File: src/rtl/instr_encoder_pkg.sv
// rtl/instr_encoder_pkg.sv - shared instruction field map, format codes and encoder FSM states
package instr_encoder_pkg;

    // Field positions are numbered MSB-first: bit 0 is word bit 31.
    localparam int OPC_LO  = 0;
    localparam int OPC_HI  = 5;
    localparam int REGS_LO = 6;
    localparam int REGS_HI = 10;
    localparam int REGT_LO = 11;
    localparam int REGT_HI = 15;
    localparam int REGD_LO = 16;
    localparam int REGD_HI = 20;
    localparam int IMMI_LO = 16;
    localparam int IMMI_HI = 31;
    localparam int IMMJ_LO = 6;
    localparam int IMMJ_HI = 31;

    localparam int OPC_W  = OPC_HI  - OPC_LO  + 1;
    localparam int REGS_W = REGS_HI - REGS_LO + 1;
    localparam int REGT_W = REGT_HI - REGT_LO + 1;
    localparam int REGD_W = REGD_HI - REGD_LO + 1;
    localparam int IMMI_W = IMMI_HI - IMMI_LO + 1;
    localparam int IMMJ_W = IMMJ_HI - IMMJ_LO + 1;

    localparam int FMT_W = 2;

    typedef enum logic [FMT_W-1:0] {
        FMT_R   = 2'd0,
        FMT_I   = 2'd1,
        FMT_J   = 2'd2,
        FMT_BAD = 2'd3
    } fmt_e;

    typedef enum logic [1:0] {
        ST_IDLE = 2'd0,
        ST_LOAD = 2'd1,
        ST_DONE = 2'd2
    } state_e;

    // True when an unsigned operand fits in a field of w bits.
    function automatic logic fits(input logic [31:0] v, input int w);
        return (v >> w) == 32'd0;
    endfunction

endpackage

File: src/rtl/instr_encoder_if.sv
// rtl/instr_encoder_if.sv - loader-side command/stream and memory write bundle for instr_encoder
interface instr_encoder_if
    import instr_encoder_pkg::*;
#(
    parameter int ADDR_W = 8
);
    logic              start;
    logic [ADDR_W-1:0] base_addr;
    logic [ADDR_W:0]   count;
    logic              in_valid;
    logic              in_ready;
    logic [FMT_W-1:0]  fmt;
    logic [OPC_W-1:0]  opcode;
    logic [31:0]       dest;
    logic [31:0]       opA;
    logic [31:0]       opB;
    logic              mem_we;
    logic [ADDR_W-1:0] mem_addr;
    logic [31:0]       mem_wdata;
    logic              busy;
    logic              done;
    logic              err;
    logic [ADDR_W-1:0] err_addr;

    modport master (
        output start, base_addr, count, in_valid, fmt, opcode, dest, opA, opB,
        input  in_ready, mem_we, mem_addr, mem_wdata, busy, done, err, err_addr
    );

    modport slave (
        input  start, base_addr, count, in_valid, fmt, opcode, dest, opA, opB,
        output in_ready, mem_we, mem_addr, mem_wdata, busy, done, err, err_addr
    );
endinterface

File: src/rtl/instr_pack.sv
// rtl/instr_pack.sv - combinational packing of format/opcode/operands into a 32-bit instruction word
module instr_pack
    import instr_encoder_pkg::*;
(
    input  logic [FMT_W-1:0] fmt_i,
    input  logic [OPC_W-1:0] opcode_i,
    input  logic [31:0]      dest_i,
    input  logic [31:0]      opa_i,
    input  logic [31:0]      opb_i,
    output logic [31:0]      word_o,
    output logic             range_err_o
);

    // Place each field at its MSB-first slot; any range or format violation yields an all-zero word.
    always_comb begin
        word_o      = '0;
        range_err_o = 1'b0;
        word_o[31-OPC_LO -: OPC_W] = opcode_i;
        case (fmt_i)
            FMT_R: begin
                word_o[31-REGS_LO -: REGS_W] = dest_i[REGS_W-1:0];
                word_o[31-REGT_LO -: REGT_W] = opa_i[REGT_W-1:0];
                word_o[31-REGD_LO -: REGD_W] = opb_i[REGD_W-1:0];
                range_err_o = !fits(dest_i, REGS_W) || !fits(opa_i, REGT_W) || !fits(opb_i, REGD_W);
            end
            FMT_I: begin
                word_o[31-REGS_LO -: REGS_W] = dest_i[REGS_W-1:0];
                word_o[31-REGT_LO -: REGT_W] = opa_i[REGT_W-1:0];
                word_o[31-IMMI_LO -: IMMI_W] = opb_i[IMMI_W-1:0];
                range_err_o = !fits(dest_i, REGS_W) || !fits(opa_i, REGT_W) || !fits(opb_i, IMMI_W);
            end
            FMT_J: begin
                word_o[31-IMMJ_LO -: IMMJ_W] = opb_i[IMMJ_W-1:0];
                range_err_o = !fits(opb_i, IMMJ_W);
            end
            default: begin
                range_err_o = 1'b1;
            end
        endcase
        if (range_err_o) begin
            word_o = '0;
        end
    end

endmodule

File: src/rtl/instr_encoder.sv
// rtl/instr_encoder.sv - streams packed instruction words into instruction RAM with auto-increment
module instr_encoder
    import instr_encoder_pkg::*;
#(
    parameter int ADDR_W = 8
) (
    input  logic           clock,
    input  logic           reset,
    instr_encoder_if.slave bus
);

    state_e            state_q;
    logic [ADDR_W:0]   remaining_q;
    logic [ADDR_W-1:0] addr_q;
    logic              mem_we_q;
    logic [ADDR_W-1:0] mem_addr_q;
    logic [31:0]       mem_wdata_q;
    logic              err_q;
    logic [ADDR_W-1:0] err_addr_q;

    logic [31:0] word_d;
    logic        range_err_d;
    logic        accept;

    instr_pack u_pack (
        .fmt_i       (bus.fmt),
        .opcode_i    (bus.opcode),
        .dest_i      (bus.dest),
        .opa_i       (bus.opA),
        .opb_i       (bus.opB),
        .word_o      (word_d),
        .range_err_o (range_err_d)
    );

    assign bus.in_ready = (state_q == ST_LOAD) && (remaining_q != '0);
    assign accept       = bus.in_valid && bus.in_ready;

    // Load FSM, address/remaining counters and the registered memory write stage.
    always_ff @(posedge clock) begin
        if (!reset) begin
            state_q     <= ST_IDLE;
            remaining_q <= '0;
            addr_q      <= '0;
            mem_we_q    <= 1'b0;
            mem_addr_q  <= '0;
            mem_wdata_q <= '0;
            err_q       <= 1'b0;
            err_addr_q  <= '0;
        end else begin
            mem_we_q <= 1'b0;
            case (state_q)
                ST_IDLE: begin
                    if (bus.start) begin
                        addr_q      <= bus.base_addr;
                        remaining_q <= bus.count;
                        err_q       <= 1'b0;
                        state_q     <= (bus.count == '0) ? ST_DONE : ST_LOAD;
                    end
                end
                ST_LOAD: begin
                    if (accept) begin
                        mem_we_q    <= 1'b1;
                        mem_addr_q  <= addr_q;
                        mem_wdata_q <= word_d;
                        addr_q      <= addr_q + ADDR_W'(1);
                        remaining_q <= remaining_q - (ADDR_W+1)'(1);
                        if (range_err_d) begin
                            err_q <= 1'b1;
                            if (!err_q) begin
                                err_addr_q <= addr_q;
                            end
                        end
                        if (remaining_q == (ADDR_W+1)'(1)) begin
                            state_q <= ST_DONE;
                        end
                    end
                end
                default: begin
                    state_q <= ST_IDLE;
                end
            endcase
        end
    end

    assign bus.mem_we    = mem_we_q;
    assign bus.mem_addr  = mem_addr_q;
    assign bus.mem_wdata = mem_wdata_q;
    assign bus.busy      = (state_q == ST_LOAD);
    assign bus.done      = (state_q == ST_DONE);
    assign bus.err       = err_q;
    assign bus.err_addr  = err_addr_q;

endmodule

File: src/flat_wrapper.sv
// flat-port wrapper written by rule: the top's interface ports become plain ports
module instr_encoder_flat import instr_encoder_pkg::*;
#(
    parameter int ADDR_W = 8
)
  (clock, reset, bus_start, bus_base_addr, bus_count, bus_in_valid, bus_fmt, bus_opcode, bus_dest, bus_opA, bus_opB, bus_in_ready, bus_mem_we, bus_mem_addr, bus_mem_wdata, bus_busy, bus_done, bus_err, bus_err_addr);
  instr_encoder_if #(.ADDR_W(ADDR_W)) bus_i ();
  input  logic clock;
  input  logic reset;
  input wire logic [$bits(bus_i.start)-1:0] bus_start;
  input wire logic [$bits(bus_i.base_addr)-1:0] bus_base_addr;
  input wire logic [$bits(bus_i.count)-1:0] bus_count;
  input wire logic [$bits(bus_i.in_valid)-1:0] bus_in_valid;
  input wire logic [$bits(bus_i.fmt)-1:0] bus_fmt;
  input wire logic [$bits(bus_i.opcode)-1:0] bus_opcode;
  input wire logic [$bits(bus_i.dest)-1:0] bus_dest;
  input wire logic [$bits(bus_i.opA)-1:0] bus_opA;
  input wire logic [$bits(bus_i.opB)-1:0] bus_opB;
  output wire logic [$bits(bus_i.in_ready)-1:0] bus_in_ready;
  output wire logic [$bits(bus_i.mem_we)-1:0] bus_mem_we;
  output wire logic [$bits(bus_i.mem_addr)-1:0] bus_mem_addr;
  output wire logic [$bits(bus_i.mem_wdata)-1:0] bus_mem_wdata;
  output wire logic [$bits(bus_i.busy)-1:0] bus_busy;
  output wire logic [$bits(bus_i.done)-1:0] bus_done;
  output wire logic [$bits(bus_i.err)-1:0] bus_err;
  output wire logic [$bits(bus_i.err_addr)-1:0] bus_err_addr;
  assign bus_i.start = bus_start;
  assign bus_i.base_addr = bus_base_addr;
  assign bus_i.count = bus_count;
  assign bus_i.in_valid = bus_in_valid;
  assign bus_i.fmt = bus_fmt;
  assign bus_i.opcode = bus_opcode;
  assign bus_i.dest = bus_dest;
  assign bus_i.opA = bus_opA;
  assign bus_i.opB = bus_opB;
  assign bus_in_ready = bus_i.in_ready;
  assign bus_mem_we = bus_i.mem_we;
  assign bus_mem_addr = bus_i.mem_addr;
  assign bus_mem_wdata = bus_i.mem_wdata;
  assign bus_busy = bus_i.busy;
  assign bus_done = bus_i.done;
  assign bus_err = bus_i.err;
  assign bus_err_addr = bus_i.err_addr;
  instr_encoder #(.ADDR_W(ADDR_W)) u_core (.clock(clock), .reset(reset), .bus(bus_i));
endmodule
File: config.mk
export PLATFORM = sky130hd
export DESIGN_NAME = instr_encoder_flat
export DESIGN_NICKNAME = d
export VERILOG_FILES = /design/src/rtl/instr_encoder_pkg.sv /design/src/rtl/instr_encoder_if.sv /design/src/rtl/instr_pack.sv /design/src/rtl/instr_encoder.sv /design/src/flat_wrapper.sv
export SDC_FILE = /design/constraint.sdc
export NUM_CORES = 1
export LEC_CHECK = 0
export BUFFER_PORTS_ARGS = -buffer_cell sky130_fd_sc_hd__buf_4
export CORE_ASPECT_RATIO = 0.5
export CORE_MARGIN = 4
export CORE_UTILIZATION = 45
export DETAILED_ROUTE_END_ITERATION = 7
export GPL_ROUTABILITY_DRIVEN = 1
export HOLD_SLACK_MARGIN = 0.1
export PLACE_DENSITY = 0.8
export RECOVER_POWER = 25
export SLEW_MARGIN = 10
export SYNTH_ARGS = -nofsm -noshare
export SYNTH_HDL_FRONTEND = slang
export SYNTH_SLANG_ARGS = --single-unit
File: constraint.sdc
create_clock -name clock -period 3.45 [get_ports clock]
set_clock_uncertainty 0.2 [all_clocks]
set_input_delay 0.5175 -clock clock [delete_from_list [all_inputs] [get_ports clock]]
set_output_delay 0.5175 -clock clock [all_outputs]
set_load 0.1 [all_outputs]
# After elaboration in Yosys (flattened, before gate mapping)
# Index checks and enable logic that the tools add are counted.
# classes
add_sub_neg,2
muxes,20
reduce_logical,27
eq_ne,9
bitwise_logic,1
# ops
cell,n
zero test 32 bit,5
one-hot mux 15 bit (3 select lines),1
two-way mux 32 bit,1
two-way mux 9 bit,2
one-hot mux 9 bit (2 select lines),1
two-way mux 8 bit,2
one-hot mux 8 bit (2 select lines),1
two-way mux 11 bit,1
"== test 9 x 1 -> 1 bit, second input constant",1
zero test 9 bit,1
nonzero test 9 bit,1
"subtractor 9 x 1 -> 9 bit, second input constant",1
"adder 8 x 1 -> 8 bit, second input constant",1
two-way mux 2 bit,4
AND reduction 4 bit,2
"!= test 2 x 1 -> 1 bit, second input constant",3
AND reduction 3 bit,2
zero test 1 bit,5
"== test 2 x 1 -> 1 bit, second input constant",2
"== test 2 bit, second input constant",2
zero test 2 bit,2
two-way mux 1 bit,4
one-hot mux 2 bit (2 select lines),1
AND reduction 2 bit,2
other kinds (8),11
# totals
inputBits,125
regBits,69

# Logic depth before layout (Yosys ltp)
# logic_depth
depth_word,8
ltp_mapped,9
depth_no_buf,8

# By module
# Synthesis repeated with hierarchy kept, for this count alone.
# hier_totals
hier_cells,465
hier_area_um2,3651.0
# by_module_without_submodules
mod,cells_per_inst,instances,area_each_um2
instr_encoder,380,1,3029.2
instr_pack,85,1,621.8

# Least setup slack after synthesis
# Ideal clock, no wire load.
# synth_path
path_kind,register to output
startpoint,register u_core.state_q[1]
endpoint,output bus_in_ready
arrival_time_ns,2.369
slack_ns,0.363
n_path_buf,2
path_stages_with_launch,5
path_cell_list,dfxtp_1 nand2b_1 clkbuf_1 clkbuf_1 a21oi_1
# synth_via
elab_chain_len,2
# synth_lines
item,line_no,source
start: declaration,instr_encoder.sv:12,state_e state_q;
start signal: assignment,instr_encoder.sv:57,state_q <= (bus.count == '0) ? ST_DONE : ST_LOAD;
== test 2 x 1 -> 1 bit,instr_encoder.sv:35,assign bus.in_ready = (state_q == ST_LOAD) && (remaining_q != '0);
logical AND 1 bit,instr_encoder.sv:35,
end: declaration,flat_wrapper.sv:19,output wire logic [$bits(bus_i.in_ready)-1:0] bus_in_ready;
# Every way passes these cells.

# Worst setup path after layout
# layout_path
startpoint,input bus_fmt[0]
endpoint,"register u_core.mem_wdata_q[21], in the netlist u_core.bus.mem_wdata[21]"
# layout_via
elab_chain_len,3
# layout_lines
item,line_no,source
start: declaration,flat_wrapper.sv:14,input wire logic [$bits(bus_i.fmt)-1:0] bus_fmt;
"== test 2 bit, or another cell as far along",instr_pack.sv:19,case (fmt_i)
one-hot mux 15 bit (3 select lines) or one-hot mux 1 bit (3 select lines) (tied branches),instr_pack.sv:19,
two-way mux 32 bit *,instr_pack.sv:40,if (range_err_o) begin
end signal: assignment,instr_encoder.sv:64,mem_wdata_q <= word_d;
end: declaration,instr_encoder.sv:17,logic [31:0] mem_wdata_q;
# Every way passes the cells marked *; elsewhere a longest branch is shown, timed or not.
# A chain may end at the register's enable or synchronous reset.

==> metrics.yaml <==
run_status: "complete, no violations"
viasPerCell: 5.47
synth.distinct_cells: 51
synthTopCellsByArea: "dfxtp_1, a22o_1, nand2_1"
synth-seq-area-share_pct: 41.8
synth_area_leader_cell: "dfxtp_1"
fill_cells: 593
final_antenna_net_count: 0
ys.flop_type: "dfxtp_1"
critPathBufInv: 2
path_clk_slew_ns: 0.05
crit_required_ns: 3.52
rsz0062_at_grt: "false"
tns_ns: 0
clk_latency_ns: 0.34
core_mm2: 0.00691
timing_worst_slew_pin_value_ns: 1.21
drt_iter0_drc: 259
multi_input_area_mm2: 0.00180
setup_ws_ns: 0.816
finalCritPeriodShare_pct: 76.3
fmax_ghz: 0.380
start_util_pct: 47.9
fp-row-count: 21
grt_remaining_overflow: 0
clockBufferDepth: 2
critical_path.max_stage_delay_ns: 0.65
cts_buffers: 9
regArea_mm2: 0.00138
yosysMostFrequentCell: "dfxtp_1"
dp_slack_ns: 0.500
io_buffers: 177
hpwl_um: 8390
postSynthAreaPerCell_um2: 8.59
die-area_mm2: 0.00887
critPathTopFamily: "simple AND/OR/NAND/NOR gates"
whs_path_depth: 2
crit_path_max_fanout: 15
crit_arrival_ns: 2.71
r2r_cells: 4
synthTopCellsByCount: "dfxtp_1, nand2_1, a22o_1"
fin_crit_ns: 2.63
hold_buffers: 0
postCtsSetupRepairBufs: 0
powerDensity_mw_per_mm2: 475
antenna_found_initial: 0
grt_usage_pct: 24.6
holdCritPathClass: "in2reg"
drive_gt1_share_pct: 32.3
yosysWarningCount: 0
post-route-drc-count: 0
syn_inst: 385
peakVddDrop_uv: 271
synthesis.area_mm2: 0.00331
cap_viol_max_count: 0
finalSetupViolations: 0
h-tree-depth: 3
ctsResizeCount: 0
grt_pass1_vias: 3248
fin_nets: 690
num_vias: 3575
root_buffer: "clkbuf_16"
cts_sinks: 69
grt_max_degree: 34
slew_headroom_pct: 19.4
synth-seq-cells: 69
leakage_nw: 2.05
gp_congestion: 0.834
power.total_mw: 2.31
worstSetupStartpointType: "input port"
grt_pass1_wl_um: 16800
cp-end-kind: "register"
detail_route.wl_per_cell_um: 17.0
fp.dieW_um: 129
fp.dieH_um: 68.6
netlist.area_leader.share_pct: 41.8
async_flop_share_pct: 0
slowest_stage: "nor4_4"
drt_first_pass_iters: 5
final-hold-violation-count: 0
antenna_cells: 0
crit_chain: "buf_4 > inv_1 > ha_1 > or2_2 > a211oi_1 > a31oi_1 > nor4_4 > a22o_1"
cts_tree: "yes"
path_class: "in2reg"
synth_nets: 519
report.final.slew_viol_count: 0
crit_cells: 8
wirelength_um: 11100
syn_to_final_growth_pct: 46.9
io_pins: 178
synth-edff-count: 0
[where the power goes]
group          switching, mW  internal, mW
clock network          0.347         0.502
logic                  0.348         0.224
registers             0.0477         0.836
total                  0.743          1.56
[per-stage QoR]
stage                     std cells  hold slack (ns)  cell area, um^2  utilization [%]
after floorplan                 385            0.248             3310                -
after global placement          637            0.240             4690             67.9
after detailed placement        637            0.246             4690             67.9
after CTS                       653            0.200             4970             71.9
after global routing            653            0.215             4860             70.3
final                           653            0.209             4860             70.3
[routing by layer]
| layer | part of all wire [%] | vias to the layer above | GRT usage, % |
|---|---|---|---|
| li1 | - | 1774 | - |
| met1 | 45 | 1664 | 32.8 |
| met2 | 46 | 113 | 39.9 |
| met3 | 6.7 | 24 | 5.77 |
| met4 | 2.2 | 0 | 7.85 |
| met5 | 0 | - | 0 |
[kinds of logic after synthesis]
| kind of cell | count (synthesis) | synth area share (%) |
|---|---|---|
| simple gates | 157 | 24.0 |
| compound gates | 111 | 24.1 |
| flops | 69 | 41.8 |
| buf+inv | 29 | 3.78 |
| fa+ha+maj | 9 | 3.41 |
| mux | 8 | 2.42 |
| xor+xnor | 2 | 0.530 |
[sequential cells by signal, summed over array words and instances (netlist names)]
| signal | count |
|---|---|
| u_core.bus.mem_wdata | 32 |
| u_core.bus.err | 1 |
| u_core.addr_q | 8 |
| u_core.bus.mem_we | 1 |
| u_core.bus.mem_addr | 8 |
| u_core.bus.err_addr | 8 |
| u_core.remaining_q | 9 |
| u_core.state_q | 2 |
[cell usage in the layout (no fill, tap or decap), types with 2 or more instances in the layout]
master      count
o21ai_0        12
nand2b_1        2
o31ai_1         2
nand4_1         3
dfxtp_1        69
nor3_1         13
nor4_1         21
clkinvlp_4      2
and3_1          2
nor2b_1         3
inv_1           6
a211oi_1        3
ha_1            9
o221ai_1        2
nor2_1         19
buf_4         152
nand2_1        66
a21oi_1        31
clkbuf_1       30
a22o_1         41
nand3_1        14
nor3b_1         2
mux2i_1         8
a31oi_1         7
or2_2           2
clkbuf_16       9
clkinv_2        3
[path summary, 6_finish.rpt]
check                                         startpoint  slack [ns]                       end
worst max register to register     u_core.remaining_q[2]        0.98   u_core.bus.mem_wdata[2]
worst max-delay path                          bus_fmt[0]        0.82  u_core.bus.mem_wdata[21]
worst min register to register  u_core.bus.mem_wdata[28]        0.25  u_core.bus.mem_wdata[28]
worst min-delay path                          bus_opB[1]        0.21   u_core.bus.mem_wdata[1]
[cell type report]
cell class | instances | area share (%)
repair buffers | 182 | 25.8
clock buffers | 10 | 4.92
clock inverters | 6 | 0.799
inverters | 7 | 0.541
well taps | 92 | 2.37
flip-flops and latches | 69 | 28.4
multi-input cells | 287 | 37.1
Power figures use the tool's default switching activity.
